==> src/rtl/deserializer.sv <==
// -----------------------------------------------------------------------------
// deserializer
//
// Serial-to-parallel converter that sits in front of the priority encoder.
// It accepts one serial bit on every clock edge where data_val_i is high and
// assembles WIDTH accepted bits into one parallel word. When the word is
// complete it is presented on deser_data_o together with a one-cycle
// deser_data_val_o strobe. Gaps in the valid stream are tolerated: the
// assembly state simply holds while data_val_i is low.
//
// Bit order:
//   default                    MSB first: first accepted bit -> deser_data_o[WIDTH-1]
//   `define DESER_LSB_FIRST_EN LSB first: first accepted bit -> deser_data_o[0]
//
// Parameters:
//   WIDTH  parallel word width in bits (must be >= 2)
//
// Ports:
//   clk_i             in   clock, rising edge
//   srst_i            in   reset, asynchronous, active-high
//   data_i            in   serial data bit
//   data_val_i        in   data_i is valid this cycle
//   deser_data_o      out  last completed parallel word (WIDTH bits)
//   deser_data_val_o  out  one-cycle strobe, deser_data_o holds a new word
//   busy_o            out  high while 1..WIDTH-1 bits of a word are collected
// -----------------------------------------------------------------------------
module deserializer #(
    parameter int WIDTH = 16
) (
    input  logic             clk_i,
    input  logic             srst_i,
    input  logic             data_i,
    input  logic             data_val_i,
    output logic [WIDTH-1:0] deser_data_o,
    output logic             deser_data_val_o,
    output logic             busy_o
);

    // Bit-counter width is derived from WIDTH and not meant to be overridden.
    localparam int               CNT_W    = $clog2(WIDTH + 1);
    localparam logic [CNT_W-1:0] LAST_CNT = CNT_W'(WIDTH - 1);

    // Only WIDTH-1 bits need storing: the last bit of a word is taken
    // straight from data_i on the completing edge.
    logic [WIDTH-2:0] shift_reg;
    logic [WIDTH-2:0] shift_next;
    logic [CNT_W-1:0] cnt_reg;
    logic [CNT_W-1:0] cnt_next;
    logic [WIDTH-1:0] word_reg;
    logic [WIDTH-1:0] word_next;
    logic             val_reg;
    logic             val_next;
    logic             busy_reg;
    logic             busy_next;

    // Stored bits merged with the incoming bit. This is both the word that
    // is loaded on completion and the source of the shifted partial word.
    logic [WIDTH-1:0] full_word;
    logic [WIDTH-2:0] shifted;

`ifdef DESER_LSB_FIRST_EN
    // New bits enter at the top and move down; after WIDTH accepts the
    // first bit has reached position 0.
    assign full_word = {data_i, shift_reg};
    assign shifted   = full_word[WIDTH-1:1];
`else
    // New bits enter at the bottom and move up; after WIDTH accepts the
    // first bit has reached position WIDTH-1.
    assign full_word = {shift_reg, data_i};
    assign shifted   = full_word[WIDTH-2:0];
`endif

    // Next-state logic. The counter doubles as the IDLE/COLLECT state:
    // zero means no partial word is held.
    always_comb begin
        shift_next = shift_reg;
        cnt_next   = cnt_reg;
        word_next  = word_reg;
        val_next   = 1'b0;

        if (data_val_i) begin
            // Stale bits left after a completed word are pushed out by the
            // WIDTH-1 shifts of the next word, so no explicit clear is needed.
            shift_next = shifted;
            if (cnt_reg == LAST_CNT) begin
                cnt_next  = '0;
                word_next = full_word;
                val_next  = 1'b1;
            end else begin
                cnt_next = cnt_reg + CNT_W'(1);
            end
        end

        busy_next = (cnt_next != '0);
    end

    always_ff @(posedge clk_i or posedge srst_i) begin
        if (srst_i) begin
            shift_reg <= '0;
            cnt_reg   <= '0;
            word_reg  <= '0;
            val_reg   <= 1'b0;
            busy_reg  <= 1'b0;
        end else begin
            shift_reg <= shift_next;
            cnt_reg   <= cnt_next;
            word_reg  <= word_next;
            val_reg   <= val_next;
            busy_reg  <= busy_next;
        end
    end

    assign deser_data_o     = word_reg;
    assign deser_data_val_o = val_reg;
    assign busy_o           = busy_reg;

endmodule

==> config.mk <==
export PLATFORM = sky130hd
export DESIGN_NAME = deserializer
export DESIGN_NICKNAME = d
export VERILOG_FILES = /design/src/rtl/deserializer.sv
export SDC_FILE = /design/constraint.sdc
export NUM_CORES = 1
export LEC_CHECK = 0
export ABC_AREA = 1
export BUFFER_PORTS_ARGS = -buffer_cell sky130_fd_sc_hd__buf_2
export CORE_MARGIN = 4
export CORE_UTILIZATION = 45
export DETAILED_ROUTE_END_ITERATION = 12
export GPL_ROUTABILITY_DRIVEN = 0
export HOLD_SLACK_MARGIN = 0.1
export PLACE_DENSITY_LB_ADDON = 0.15
export SLEW_MARGIN = 0
export SYNTH_ARGS = -nofsm -noshare
export SYNTH_HDL_FRONTEND = slang
export SYNTH_SLANG_ARGS = --single-unit
export TNS_END_PERCENT = 1
==> constraint.sdc <==
create_clock -name clk_i -period 1.1 [get_ports clk_i]
set_input_delay 0.22 -clock clk_i [delete_from_list [all_inputs] [get_ports clk_i]]
set_output_delay 0.22 -clock clk_i [all_outputs]
set_load 0.03 [all_outputs]
==> reports/metrics.csv <==
metric,value,unit
Int Power,3.14,mW
drt pass-1 iters,4,
Slew headroom,0.851,
M1 WL,1.22,mm
"Req. time, crit path",1320,ps
wire per inst,11.5,um
clock sink count,38,
Cell Pwr Density,2590,nW/um2
R2R setup slack,-160,ps
CTS buffer count,5,
class of the worst hold path,primary input to register,
"Setup violations, final",34,
CTS root buffer,clkbuf_4,
Setup Skew,8.78,ps
1st-iter DRT viols,69,
Initial Utilization,0.469,
worst path cell trace,ha_4 > nand2_4 > nor2_4 > nand2_4 > buf_12 > nand3_2 > nand3_1,
RSZ-0062 raised after global routing,yes,
post-route insts no fill,240,
Synth Area in Simple Gates,0.170,
first-pass GRT wire length,4.69,mm
worst hold path stage count,4,
syn avg cell area,9.78,um2
Storage cell area,951,um2
"commonest cells after routing, fill and taps aside","51 x nand2_1, 38 x dfrtp_1, 21 x inv_1, 20 x buf_6",
failing checks,setup timing,
Nets,198,
"FF+latch count, synth",38,
final worst path period need,1260,ps
Worst path most repeated cell,nand2_4,
Max-Cap Viols,0,
final slew viol count,0,
placed cells,230,
"Reg clk slew, reported paths",110,ps
"Seq/Total Area, Yosys",0.608,
Worst VDD drop,894,uV
Post-Synth Adder-Cell Area,0.00800,
Largest register FFs,16,
GR Util All Layers,0.143,
GRT overflow,0,
via count,1088,
warnings from Yosys,0,
Rows,21,
antenna-violating nets left,0,
vias in the first global route,1053,
"Largest delay share family, worst path",flip-flops,
met2 WL,1.33,mm
fin crit share,1.15,
Synth Area in Compound Gates,0.112,
"most common cell after layout, fill and taps aside",nand2_1,
die height,67.0,um
R2R Path End,busy_o$_DFF_PP0_,
final hold vios,0,
Top Metal Used,met4,
Core Area,3340,um2
CTS Buffer Depth,2,
largest family of logic cells by synthesized area,simple AND/OR/NAND/NOR gates,
Combinational Power Share,0.444,
antenna violations before repair,0,
Clk network pwr share,0.146,
I/O pins,22,
Post-route DRC,0,
worst skew pair latency,340,ps
max incr delay on CP,420,ps
peak fanout along the critical path,11,
Layout area overhead,27.8,%
Hold Slack,361,ps
status,finished with violations,
Cell variety after synth,15,
fill cell count,295,
worst slew pin tran,223,ps
post-CTS setup buffers,0,
WP buf/inv,1,
DP HPWL,1.89,mm
Reg power frac,0.410,
net switching power,2.04,mW
f_max,794,MHz
HP Start,data_val_i,
post-route setup slack,-160,ps
WS Path Type,register to register,
Syn Inst Count,160,
I/O Buffers,21,
post-synthesis mux area share,0,
Netlist Area Pre-Place,1560,um2
Vias/cell,4.53,
CTS tree,done,
kind of start point of the critical path,register,
"Endpoint, Worst Hold",cnt_reg[1]$_DFF_PP0_,
H-tree depth,2,
CP max-delay cell,dfrtp_1,
layout cell share with drive strength beyond 1,0.309,
WL final,2.75,mm
XOR/XNOR share of the synthesized area,0.00560,
area of the multi-input gates,494,um2
Critical Path AT,1480,ps
final setup TNS,-2080,ps
number of diodes,0,
Worst Reg2Reg Path Length in Cells,7,
pin count of the biggest net entering global routing,39,
Switching Share,0.393,
met3 wire len,151,um
Worst R2R Start,cnt_reg[0]$_DFF_PP0_,
die span in x,67.0,um
Syn Nets,165,
Leakage Power,1.01,nW
crit end category,register,
area of the die,4480,um2
## Yosys cell counts, drive strengths merged
| cell | count | area (um2) |
|---|---|---|
| buf | 7 | 63.8 |
| o21ai | 26 | 175 |
| nand3 | 3 | 20.0 |
| inv | 23 | 86.3 |
| ha | 1 | 12.5 |
| dfrtp | 38 | 951 |
| nor2 | 6 | 30.0 |
| nand2 | 55 | 216 |
| xor2 | 1 | 8.76 |
## power groups by stage
stage          registers (mW)  logic [mW]  clock network, mW
2_1_floorplan            2.54       0.840                  0
6_report                 2.12        2.30              0.758
3_5_place_dp             2.07        1.90                  0
4_1_cts                  2.12        2.24              0.778
3_3_place_gp             2.05        1.87                  0
5_1_grt                  2.17        2.51              0.831
## kinds of logic (layout without fill, tap and decap cells)
| logic type | count (synthesis) | count (layout) |
|---|---|---|
| flops | 38 | 38 |
| simple gates | 64 | 64 |
| xor+xnor | 1 | 1 |
| compound gates | 26 | 26 |
| fa+ha+maj | 1 | 1 |
| buf+inv | 30 | 64 |
## final cells by class
| class | instances | share of cell area |
|---|---|---|
| multi-input cells | 92 | 0.247 |
| flip-flops and latches | 38 | 0.476 |
| inverters | 23 | 0.0457 |
| well taps | 46 | 0.0288 |
| repair buffers | 33 | 0.173 |
| clock buffers | 7 | 0.0275 |
| clock inverters | 1 | 0.00250 |
## routing by layer
| metal | vias to the layer above | GRT usage |
|---|---|---|
| met2 | 24 | 0.235 |
| met1 | 507 | 0.172 |
| li1 | 550 | - |
| met5 | - | 0 |
| met3 | 7 | 0.0455 |
| met4 | 0 | 0.0608 |
## worst reg2reg max path, stage by stage, from the launching register on
cell and delay [ps]:
dfrtp_1 420, ha_4 170, nand2_4 60, nor2_4 100, nand2_4 80, buf_12 160, nand3_2 80, nand3_1 80
## per-stage QoR
stage	cell area [um2]	utilization	power, mW	setup slack (ps)
after floorplan	1580	-	3.38	-60.3
after global placement	1770	0.530	3.92	-86.1
after detailed placement	1770	0.530	3.97	-144
after CTS	1980	0.592	5.14	-133
after global routing	2000	0.599	5.51	-208
final	2000	0.599	5.18	-160
## worst max path at each step
stage                               startpoint                           to  slack [ps]  cells past startpoint
after floorplan           cnt_reg[0]$_DFF_PP0_             busy_o$_DFF_PP0_         -60                      7
after global placement    cnt_reg[0]$_DFF_PP0_  deser_data_o[0]$_DFFE_PP0P_         -90                      8
after detailed placement  cnt_reg[0]$_DFF_PP0_  deser_data_o[0]$_DFFE_PP0P_        -140                      8
after CTS                 cnt_reg[0]$_DFF_PP0_  deser_data_o[8]$_DFFE_PP0P_        -130                      7
after global routing      cnt_reg[0]$_DFF_PP0_             busy_o$_DFF_PP0_        -210                      7
final                     cnt_reg[0]$_DFF_PP0_             busy_o$_DFF_PP0_        -160                      7
## what timing repair did
| item | in CTS | in global routing |
|---|---|---|
| endpoints found under the hold margin | 40 | 0 |
| resized for setup | 41 | 7 |
| gates cloned | 0 | 0 |
| pin swaps | 0 | 2 |
| hold buffers | 2 | 0 |
| endpoints found under the setup margin | 39 | 40 |
Power figures use the tool's default switching activity.
